**src/rtl/csr_bank_pkg.sv**
```systemverilog
// Shared types and constants for the machine-mode CSR bank.
package csr_bank_pkg;

    // CSR read-modify-write operation from the decode unit
    typedef enum logic [1:0] {
        OpNone  = 2'b00,
        OpWrite = 2'b01,
        OpSet   = 2'b10,
        OpClear = 2'b11
    } csrOperation_e;

    // Encodings match the privileged-architecture MPP field
    typedef enum logic [1:0] {
        PrivUser    = 2'b00,
        PrivMachine = 2'b11
    } privilegeLevel_e;

    // Every address the bank knows about, counters included
    typedef enum logic [11:0] {
        CsrMstatus   = 12'h300,
        CsrMisa      = 12'h301,
        CsrMie       = 12'h304,
        CsrMtvec     = 12'h305,
        CsrMscratch  = 12'h340,
        CsrMepc      = 12'h341,
        CsrMcause    = 12'h342,
        CsrMtval     = 12'h343,
        CsrMip       = 12'h344,
        CsrMcycle    = 12'hB00,
        CsrMinstret  = 12'hB02,
        CsrMcycleh   = 12'hB80,
        CsrMinstreth = 12'hB82,
        CsrCycle     = 12'hC00,
        CsrInstret   = 12'hC02,
        CsrCycleh    = 12'hC80,
        CsrInstreth  = 12'hC82,
        CsrMvendorid = 12'hF11,
        CsrMarchid   = 12'hF12,
        CsrMimpid    = 12'hF13,
        CsrMhartid   = 12'hF14
    } csrAddr_e;

    // mstatus field positions
    localparam int unsigned MstatusMieBit  = 3;
    localparam int unsigned MstatusMpieBit = 7;
    localparam int unsigned MstatusMppLo   = 11;
    localparam int unsigned MstatusMppHi   = 12;

    // mie / mip interrupt bit positions
    localparam int unsigned IrqSwBit    = 3;
    localparam int unsigned IrqTimerBit = 7;
    localparam int unsigned IrqExtBit   = 11;

    localparam logic [31:0] MieWritableMask = 32'h0000_0888;
    localparam logic [31:0] AlignMask       = 32'hFFFF_FFFC;

    // New register value for a CSR operation applied to its old value
    function automatic logic [31:0] apply_op(csrOperation_e op, logic [31:0] old_value,
                                             logic [31:0] operand);
        logic [31:0] result;
        unique case (op)
            OpWrite: result = operand;
            OpSet:   result = old_value | operand;
            OpClear: result = old_value & ~operand;
            OpNone:  result = old_value;
        endcase
        return result;
    endfunction

endpackage

```
**src/rtl/csr_bank_counter64.sv**
```systemverilog
// 64-bit counter split into two CSR-writable 32-bit halves.
// A write to a half wins over the increment for that half; the other half still takes the carry.
module csr_counter64
    import csr_bank_pkg::*;
(
    input  logic        clk,
    input  logic        reset_n,
    input  logic        inc_i,
    input  logic        wr_lo_i,
    input  logic        wr_hi_i,
    input  logic [31:0] wdata_i,
    output logic [63:0] count_o
);

    logic [31:0] lo_q, lo_d;
    logic [31:0] hi_q, hi_d;
    logic [63:0] sum;

    // Full 64-bit add so the low-half wrap carries into the high half
    always_comb begin
        sum  = {hi_q, lo_q} + {63'd0, inc_i};
        lo_d = wr_lo_i ? wdata_i : sum[31:0];
        hi_d = wr_hi_i ? wdata_i : sum[63:32];
    end

    // Counter state
    always_ff @(posedge clk or negedge reset_n) begin
        if (!reset_n) begin
            lo_q <= 32'd0;
            hi_q <= 32'd0;
        end else begin
            lo_q <= lo_d;
            hi_q <= hi_d;
        end
    end

    assign count_o = {hi_q, lo_q};

endmodule

```
**src/rtl/csr_bank.sv**
```systemverilog
// Machine-mode CSR storage: read mux, masked writes, trap/MRET state and privilege.
// Optional feature macro: CSR_COUNTERS_EN adds mcycle/minstret and their user shadows.
module csr_bank
    import csr_bank_pkg::*;
#(
    parameter logic [31:0] MTVEC_RESET = 32'h0000_0000,
    parameter logic [31:0] MISA_VALUE  = 32'h4000_0100,
    parameter logic [31:0] MHARTID     = 32'h0000_0000
) (
    input  logic            clk,
    input  logic            reset_n,
    input  logic            read_enable_i,
    input  logic            write_enable_i,
    input  csrOperation_e   operation_i,
    input  logic [11:0]     address_i,
    input  logic [31:0]     data_i,
    input  logic            trap_i,
    input  logic            mret_i,
    input  logic [31:0]     cause_i,
    input  logic [31:0]     pc_i,
    input  logic [31:0]     tval_i,
    input  logic            instret_i,
    input  logic            irq_ext_i,
    input  logic            irq_timer_i,
    input  logic            irq_sw_i,
    output logic [31:0]     rdata_o,
    output logic            illegal_o,
    output privilegeLevel_e privilege_o,
    output logic [31:0]     mtvec_o,
    output logic [31:0]     mepc_o,
    output logic            interrupt_pending_o
);

    // mstatus is held as its three writable fields
    logic            status_mie_q, status_mie_d;
    logic            status_mpie_q, status_mpie_d;
    privilegeLevel_e status_mpp_q, status_mpp_d;
    privilegeLevel_e priv_q, priv_d;

    logic [31:0] mie_q, mie_d;
    logic [31:0] mtvec_q, mtvec_d;
    logic [31:0] mscratch_q, mscratch_d;
    logic [31:0] mepc_q, mepc_d;
    logic [31:0] mcause_q, mcause_d;
    logic [31:0] mtval_q, mtval_d;

    logic [31:0] mstatus_value;
    logic [31:0] mip_value;
    logic [31:0] csr_value;
    logic        implemented;
    logic [31:0] csr_wdata;
    logic        csr_we;

`ifdef CSR_COUNTERS_EN
    logic [63:0] mcycle;
    logic [63:0] minstret;
`else
    logic        unused_instret;
    assign unused_instret = instret_i;
`endif

    assign mstatus_value = {19'd0, status_mpp_q, 3'd0, status_mpie_q, 3'd0, status_mie_q, 3'd0};
    assign mip_value     = {20'd0, irq_ext_i, 3'd0, irq_timer_i, 3'd0, irq_sw_i, 3'd0};

    // Address decode: selected register value and whether the address exists
    always_comb begin
        csr_value   = 32'd0;
        implemented = 1'b1;
        case (address_i)
            CsrMstatus:   csr_value = mstatus_value;
            CsrMisa:      csr_value = MISA_VALUE;
            CsrMie:       csr_value = mie_q;
            CsrMtvec:     csr_value = mtvec_q;
            CsrMscratch:  csr_value = mscratch_q;
            CsrMepc:      csr_value = mepc_q;
            CsrMcause:    csr_value = mcause_q;
            CsrMtval:     csr_value = mtval_q;
            CsrMip:       csr_value = mip_value;
            CsrMvendorid: csr_value = 32'd0;
            CsrMarchid:   csr_value = 32'd0;
            CsrMimpid:    csr_value = 32'd0;
            CsrMhartid:   csr_value = MHARTID;
`ifdef CSR_COUNTERS_EN
            CsrMcycle,    CsrCycle:    csr_value = mcycle[31:0];
            CsrMcycleh,   CsrCycleh:   csr_value = mcycle[63:32];
            CsrMinstret,  CsrInstret:  csr_value = minstret[31:0];
            CsrMinstreth, CsrInstreth: csr_value = minstret[63:32];
`endif
            default:      implemented = 1'b0;
        endcase
    end

    assign illegal_o = (read_enable_i | write_enable_i) & ~implemented;
    assign rdata_o   = read_enable_i ? csr_value : 32'd0;

    // Trap and MRET take the cycle; a CSR write alongside them is dropped
    assign csr_wdata = apply_op(operation_i, csr_value, data_i);
    assign csr_we    = write_enable_i & ~illegal_o & (operation_i != OpNone) & ~trap_i & ~mret_i;

    // Next-state: trap > mret > CSR write
    always_comb begin
        status_mie_d  = status_mie_q;
        status_mpie_d = status_mpie_q;
        status_mpp_d  = status_mpp_q;
        priv_d        = priv_q;
        mie_d         = mie_q;
        mtvec_d       = mtvec_q;
        mscratch_d    = mscratch_q;
        mepc_d        = mepc_q;
        mcause_d      = mcause_q;
        mtval_d       = mtval_q;
        if (trap_i) begin
            mepc_d        = pc_i & AlignMask;
            mcause_d      = cause_i;
            mtval_d       = tval_i;
            status_mpie_d = status_mie_q;
            status_mie_d  = 1'b0;
            status_mpp_d  = priv_q;
            priv_d        = PrivMachine;
        end else if (mret_i) begin
            status_mie_d  = status_mpie_q;
            status_mpie_d = 1'b1;
            priv_d        = status_mpp_q;
            status_mpp_d  = PrivUser;
        end else if (csr_we) begin
            case (address_i)
                CsrMstatus: begin
                    status_mie_d  = csr_wdata[MstatusMieBit];
                    status_mpie_d = csr_wdata[MstatusMpieBit];
                    // Only U and M exist; the reserved encodings collapse to U
                    status_mpp_d  = (csr_wdata[MstatusMppHi:MstatusMppLo] == 2'b11) ?
                                    PrivMachine : PrivUser;
                end
                CsrMie:      mie_d      = csr_wdata & MieWritableMask;
                CsrMtvec:    mtvec_d    = csr_wdata & AlignMask;
                CsrMscratch: mscratch_d = csr_wdata;
                CsrMepc:     mepc_d     = csr_wdata & AlignMask;
                CsrMcause:   mcause_d   = csr_wdata;
                CsrMtval:    mtval_d    = csr_wdata;
                default:     ;
            endcase
        end
    end

    // CSR and privilege state
    always_ff @(posedge clk or negedge reset_n) begin
        if (!reset_n) begin
            status_mie_q  <= 1'b0;
            status_mpie_q <= 1'b0;
            status_mpp_q  <= PrivUser;
            priv_q        <= PrivMachine;
            mie_q         <= 32'd0;
            mtvec_q       <= MTVEC_RESET;
            mscratch_q    <= 32'd0;
            mepc_q        <= 32'd0;
            mcause_q      <= 32'd0;
            mtval_q       <= 32'd0;
        end else begin
            status_mie_q  <= status_mie_d;
            status_mpie_q <= status_mpie_d;
            status_mpp_q  <= status_mpp_d;
            priv_q        <= priv_d;
            mie_q         <= mie_d;
            mtvec_q       <= mtvec_d;
            mscratch_q    <= mscratch_d;
            mepc_q        <= mepc_d;
            mcause_q      <= mcause_d;
            mtval_q       <= mtval_d;
        end
    end

`ifdef CSR_COUNTERS_EN
    csr_counter64 u_mcycle (
        .clk     (clk),
        .reset_n (reset_n),
        .inc_i   (1'b1),
        .wr_lo_i (csr_we && (address_i == CsrMcycle)),
        .wr_hi_i (csr_we && (address_i == CsrMcycleh)),
        .wdata_i (csr_wdata),
        .count_o (mcycle)
    );

    csr_counter64 u_minstret (
        .clk     (clk),
        .reset_n (reset_n),
        .inc_i   (instret_i),
        .wr_lo_i (csr_we && (address_i == CsrMinstret)),
        .wr_hi_i (csr_we && (address_i == CsrMinstreth)),
        .wdata_i (csr_wdata),
        .count_o (minstret)
    );
`endif

    assign privilege_o = priv_q;
    assign mtvec_o     = mtvec_q;
    assign mepc_o      = mepc_q;

    // User mode always has interrupts globally enabled from M-mode's point of view
    assign interrupt_pending_o = (status_mie_q | (priv_q == PrivUser)) & |(mip_value & mie_q);

endmodule

```
**config.mk**
```make
export PLATFORM = sky130hd
export DESIGN_NAME = csr_bank
export DESIGN_NICKNAME = d
export VERILOG_FILES = /design/src/rtl/csr_bank_pkg.sv /design/src/rtl/csr_bank_counter64.sv /design/src/rtl/csr_bank.sv
export SDC_FILE = /design/constraint.sdc
export NUM_CORES = 1
export LEC_CHECK = 0
export CAP_MARGIN = 30
export CORE_ASPECT_RATIO = 0.8
export CORE_UTILIZATION = 26
export DETAILED_ROUTE_END_ITERATION = 7
export HOLD_SLACK_MARGIN = 0.03
export RECOVER_POWER = 50
export SYNTH_ARGS = -nofsm -noshare
export SYNTH_HDL_FRONTEND = slang
export SYNTH_HIERARCHICAL = 1
export SYNTH_SLANG_ARGS = --single-unit
```
**constraint.sdc**
```tcl
create_clock -name clk -period 2.5 [get_ports clk]
set_clock_uncertainty 0.05 [all_clocks]
set_input_delay 0.5 -clock clk [delete_from_list [all_inputs] [get_ports clk]]
set_output_delay 0.5 -clock clk [all_outputs]
set_load 0.005 [all_outputs]
```
==> impl_metrics.json, run 1 <==
{
  "status": "finished, violations left",
  "violations": "setup timing",
  "crit_family": "buffers and inverters",
  "synthCells": 948,
  "endpoint_kind": "primary output",
  "coreArea_um2": 33800,
  "critical_path.max_fanout": 8,
  "ys_types": 64,
  "pre_cts_ws_ns": -1.16,
  "worstPathArrival_ns": 2.45,
  "critPathMaxStageDelay_ns": 0.55,
  "worstSkewPairLatency_ns": 0.44,
  "antenna_found_initial": 0,
  "timing.final.ws_setup_ns": -0.501,
  "crit_type": "primary input to primary output",
  "synthMuxAreaShare_pct": 4.75,
  "pin_count": 252,
  "seq_area_um2": 4130,
  "crit_slowest_cell": "or4_4",
  "fin_nets": 1454,
  "firstDrtPassIters": 5,
  "relSlewSlack_pct": 13.2,
  "synth-simple-area-share_pct": 12.8,
  "drive_above_1_share_pct": 35.4,
  "ant_nets": 0,
  "final_common_cell": "clkdlybuf4s50_1",
  "worstReg2RegStart": "mtval_q[8]",
  "synthTopCellsByArea": "dfrtp_1 45%, a22oi_1 9.6%, o21ai_1 5.6%",
  "io_buffers": 244,
  "die_y_um": 168,
  "fp.dieW_um": 210,
  "finalMaxSlewViolations": 0,
  "grt_pass1_wl_um": 57500,
  "fin_crit_sh_pct": 120,
  "fill_cells": 3188,
  "ir_drop_v": 0.000399,
  "clock-sinks": 165,
  "cts-root-buf": "clkbuf_16",
  "clock_path_buffers": 2,
  "ys_seq_area_share_pct": 46.1,
  "grt_pass1_vias": 9345,
  "grt-ovfl-total": 0,
  "rsz0062_at_grt": "true",
  "htree_levels": 4,
  "startpoint": "address_i[5]",
  "cts_tree": "yes",
  "via_per_inst": 5.37,
  "antenna_cells": 0,
  "multi_input_area_um2": 5320,
  "dp_hpwl_um": 26000,
  "die-area_um2": 35200,
  "synth_top_family_by_area": "compound AO/OA/AOI/OAI gates",
  "start_kind": "primary input",
  "placementRows": 60,
  "finalHoldViolations": 0,
  "fin_crit_ns": 3.00,
  "utilization_pct": 44.2,
  "setup_violations": 119,
  "synth_xor_area_share_pct": 3.13,
  "drt_iter0_drc": 586,
  "gp_congestion": 0.911,
  "gr-usage-all-layers_pct": 21.6,
  "synth_ff_type": "dfrtp_1",
  "grt_start_max_net_pins": 115,
  "path_cells": "buf_8 -> or4_4 -> buf_6 -> buf_12 -> nor3_4 -> buf_6 -> buf_12 -> a32oi_2 -> a31oi_1 -> buf_2",
  "yosys_warnings": 6,
  "worstPathRequired_ns": 1.95,
  "synth_adder_area_share_pct": 0,
  "syn_area_per_cell_um2": 9.46,
  "synth_largest_area_cell": "dfrtp_1",
  "layout_common_cells": "193 x clkdlybuf4s50_1, 163 x dfrtp_1, 130 x o21ai_1",
  "vias": 9386,
  "critPathBufInv": 6,
  "fmax_mhz": 333,
  "power.leakage_nw": 6.05,
  "hp-class": "flip-flop to flip-flop",
  "synth_area_um2": 8960,
  "areaGrowthSynthToFinish_pct": 66.6,
  "synth_compound_area_share_pct": 28.4,
  "wl_per_cell_um": 23.3,
  "synth_top_area_share_pct": 45.5,
  "cts.clk_slew.worst_paths_ns": 0.06,
  "start_util_pct": 26.5,
  "synth_edf_count": 0,
  "ys_async_sr_fraction_pct": 100,
  "wl_um": 40700,
  "ys_ff_latch": 165,
  "hp-start": "mscratch_q[30]",
  "powerDensity_nw_per_um2": 479,
  "tightestPinTransition_ns": 1.30,
  "drc": 0,
  "cts_buffers": 17,
  "cap_violations": 0
}
worst register-to-register path: stages, from the launching register on:
cell       delay [ns]
dfrtp_1          0.38
mux2i_1          0.24
a2bb2oi_2        0.21
o221ai_4         0.14
buf_4            0.14
buf_4            0.12
buf_4            0.12
a21oi_1          0.11
a21o_1           0.20
o221ai_1         0.16
kinds of logic (layout without fill, tap and decap cells):
family,count (synthesis),in the layout
and+or+nand+nor,225,225
xor gates and xnor gates,32,32
AOI/OAI and AO/OA,393,393
muxes,39,39
other,1,4
buffers and inverters,93,456
DFF,165,165
registers in the layout (all words and copies together) (netlist names):
name	flops
status_mie_q	1
mepc_o	30
status_mpie_q	1
mie_q	3
mtvec_o	30
mcause_q	32
privilege_o	2
mtval_q	32
status_mpp_q	2
mscratch_q	32
stage by stage:
stage	total power [mW]	hold WS [ns]	instance area, µm²	std cells	TNS [ns]
finish	7.16	0.439	14900	1748	-19.10
global route	7.43	0.459	14900	1748	-26.80
CTS	7.06	0.440	14000	1717	-12.52
detailed placement	4.13	0.424	12800	1654	-131.33
global placement	4.11	0.413	12800	1654	-124.76
floorplan	3.46	0.154	9110	951	-2.51
worst paths after layout:
path / endpoint / cells past startpoint / slack [ns]
setup / recovery: rdata_o[3] / 10 / -0.50
hold / removal: mscratch_q[30] / 2 / 0.44
setup reg to reg: mcause_q[8] / 9 / 0.48
hold reg to reg: mscratch_q[30] / 2 / 0.44
max in group asynchronous: mtvec_o[28] / 3 / 0.37
min in group asynchronous: status_mpp_q[0] / 2 / 0.86
report_power, final:
group / internal [mW] / switching, mW
clock network: 1.77 / 1.10
logic: 0.708 / 0.635
registers: 2.82 / 0.126
layout make-up:
cell class,count,share of cell area [%]
Timing Repair Buffer,421,28.7
Inverter,4,0.101
Tap cell,434,3.63
Clock inverter,8,0.980
Clock buffer,23,3.27
Multi-Input combinational cell,693,35.6
Sequential cell,165,27.7
synthesized netlist by cell type, types with 4 or more instances:
cell and number:
a21oi_1 38, a22oi_1 115, a31o_2 23, a32oi_1 26
and2_1 25, and3b_1 6, buf_1 5, buf_2 12
buf_4 5, buf_6 7, clkbuf_1 60, dfrtp_1 163
inv_1 4, mux2_2 28, mux2i_1 11, nand2_1 120
nand3_1 5, nor2_1 18, nor2b_1 7, nor3_1 5
o21ai_0 58, o21ai_1 100, o221ai_1 6, xnor2_1 32
routing by layer:
metal  track usage [%]  part of all wire, %  wire length [µm]
met1              30.1                   46             18700
met2              33.9                   46             18700
met3              4.07                  6.5              2660
met5                 0                    0                 0
met4              6.13                  1.6               633
timing repair:
item	in CTS	in global routing
endpoints found under the hold margin	43	0
pin swaps	52	56
hold buffers	1	0
buffers inserted	29	23
resized for setup	230	169
cloned	2	11
endpoints found under the setup margin	183	89
Note: power is estimated with default switching activity, not from simulation.
==> run 2: changes to the inputs <==
--- a/config.mk
+++ b/config.mk
@@ -11,6 +11,7 @@
 export DETAILED_ROUTE_END_ITERATION = 7
 export HOLD_SLACK_MARGIN = 0.03
 export RECOVER_POWER = 50
+export REMOVE_ABC_BUFFERS = 1
 export SYNTH_ARGS = -nofsm -noshare
 export SYNTH_HDL_FRONTEND = slang
 export SYNTH_HIERARCHICAL = 1
==> run 2 against run 1 <==
Against the previous run:
- the run ends with DRC, capacitance limit, slew limit, setup timing left
- critical path depth is 1 lower
- global-route usage is 0.17 points lower
- setup slack better by 0.17 ns
- cell area is 7.7% lower
- power is 2.6% lower
- count of clock-buffer cells in the layout is 3 lower
- wire length is 5.6% lower
- utilization is 3.4 points lower
- via count is 2.2% lower
- die area stayed put
- sequential power hardly changed
- critical endpoint is now rdata_o[29]
- highest routed layer is now met5
==> impl_metrics.json, run 2 (synthesis gave the netlist of run 1 again) <==
{
  "cts-root-buf": "clkbuf_16",
  "relSlewSlack_pct": -15.8,
  "fill_cells": 3307,
  "grt_start_max_net_pins": 114,
  "worstPathRequired_ns": 1.95,
  "antenna_found_initial": 2,
  "seq_power_share_pct": 41.8,
  "reg.largest.list": "mcause_q: 32 flops, mscratch_q: 32 flops, mtval_q: 32 flops",
  "fmax_mhz": 353,
  "firstDrtPassIters": 8,
  "rsz0062_at_grt": "true",
  "areaGrowthSynthToFinish_pct": 53.8,
  "p_sw_mw": 1.82,
  "start_kind": "primary input",
  "vias": 9184,
  "crit_family": "simple AND/OR/NAND/NOR gates",
  "htree_levels": 4,
  "worstSkewPairLatency_ns": 0.43,
  "pwr-share-comb_pct": 16.9,
  "critPathBufInv": 4,
  "sw_frac_of_total_pct": 26.1,
  "powerDensity_nw_per_um2": 505,
  "fp.dieW_um": 210,
  "cts_hold_buf": 0,
  "layout_common_cells": "164 x clkdlybuf4s50_1, 163 x dfrtp_1, 119 x nand2_1",
  "grt_pass1_vias": 9304,
  "clock-sinks": 165,
  "cts.clk_slew.worst_paths_ns": 0.07,
  "timing.final.ws_setup_ns": -0.333,
  "worstPathArrival_ns": 2.28,
  "violations": "DRC, capacitance limit, slew limit, setup timing",
  "gr-usage-all-layers_pct": 21.4,
  "drive_above_1_share_pct": 27.1,
  "critPathMaxStageDelay_ns": 0.55,
  "coreArea_um2": 33800,
  "pin_count": 252,
  "crit_type": "primary input to primary output",
  "instances_no_fill": 1718,
  "placedCellCount": 1651,
  "crit_slowest_cell": "or4_4",
  "p_clk_share_pct": 41.2,
  "via_per_inst": 5.35,
  "wl_per_cell_um": 22.3,
  "tightestPinTransition_ns": 1.74,
  "ant_nets": 0,
  "dpl-instance-area_um2": 12600,
  "finalMaxSlewViolations": 64,
  "p_total_mw": 6.97,
  "final_cell_area_um2": 13800,
  "final_common_cell": "clkdlybuf4s50_1",
  "setup_violations": 33,
  "finalHoldViolations": 0,
  "drc": 1,
  "fin_crit_sh_pct": 113,
  "grt_pass1_wl_um": 56800,
  "gp_congestion": 0.914,
  "critical_path.max_fanout": 5,
  "wl_um": 38400,
  "clock_path_buffers": 2,
  "p_int_mw": 5.15,
  "endpoint_kind": "primary output",
  "ir_drop_v": 0.000397,
  "cp_common_cell": "buf_12",
  "grt-ovfl-total": 0,
  "fin_nets": 1423,
  "drt_iter0_drc": 671,
  "path_cells": "buf_6 -> or4_4 -> or2_4 -> nor3_4 -> buf_12 -> buf_12 -> a22oi_2 -> a21oi_2 -> buf_2",
  "dp_hpwl_um": 25900,
  "placementRows": 60,
  "cts_buffers": 17,
  "die-area_um2": 35200,
  "io_buffers": 244,
  "hp-class": "flip-flop to flip-flop",
  "die_y_um": 168,
  "utilization_pct": 40.8,
  "antenna_cells": 0,
  "status": "finished, violations left",
  "cts_tree": "yes",
  "cap_violations": 1,
  "power.leakage_nw": 5.68,
  "start_util_pct": 26.5,
  "fin_crit_ns": 2.83
}
==> run 2: changes by cell type in the layout (fill, tap and decap cells not counted), sizes merged <==
cell           previous run  this run
buf                     210       178
clkdlybuf4s50           193       164
dlygate4sd3               2        30
clkbuf                   35        32
clkinv                    3         6
clkdlybuf4s15             0         1
clkinvlp                  1         2
nor2b                     7         8
==> run 2: per-layer routing <==
metal	routed length (µm)	global-route usage [%]	share of wire (%)	vias to the layer above
li1	-	-	-	4182
met1	17400	28.9	45	4612
met2	17700	34.0	46	347
met3	2630	5.20	6.8	39
met4	580	5.90	1.5	4
met5	27	0	0.070	-
==> run 2: area by class of cell <==
class	count	area [µm²]	share of cell area [%]
multi-input cells	694	4820	35.0
flip-flops and latches	165	4130	30.0
repair buffers	389	3650	26.4
well taps	434	543	3.94
clock buffers	20	457	3.31
clock inverters	12	176	1.28
inverters	4	15.0	0.109
==> run 2: timing repair <==
action	4_1_cts	5_1_grt
endpoints found under the setup margin	168	56
buffers inserted	18	15
resized for setup	246	25
pin swaps	52	52
cloned	2	2
==> run 2: final timing paths <==
kind / to / cells past startpoint / slack (ns) / start
setup / recovery: rdata_o[29] / 9 / -0.33 / address_i[5]
hold / removal: mscratch_q[7] / 2 / 0.44 / mscratch_q[7]
setup reg to reg: status_mpp_q[0] / 8 / 0.33 / status_mpp_q[1]
hold reg to reg: mscratch_q[7] / 2 / 0.44 / mscratch_q[7]
max in group asynchronous: mepc_o[9] / 2 / 0.35 / reset_n
min in group asynchronous: mtvec_o[8] / 1 / 0.48 / reset_n
==> run 2: worst min-delay path, cell delays in order (launching register included) <==
cell and delay, ns:
dfrtp_1 0.35, nand2_1 0.05, o21ai_0 0.06
==> run 2: metrics by stage <==
step	hold WS (ns)	TNS, ns	worst slack [ns]
finish	0.436	-8.22	-0.333
global route	0.472	-10.27	-0.378
CTS	0.0415	-9.93	-0.385
detailed placement	0.420	-124.11	-1.21
global placement	0.411	-118.28	-1.19
floorplan	0.154	-116.95	-0.998
==> run 2: power by group through the flow <==
stage / combinational (mW) / sequential, mW / clock, mW
floorplan: 0.431 / 2.94 / 0
global placement: 1.14 / 2.96 / 0
detailed placement: 1.15 / 2.96 / 0
CTS: 1.19 / 2.92 / 2.93
global route: 1.27 / 2.94 / 3.05
finish: 1.18 / 2.92 / 2.87
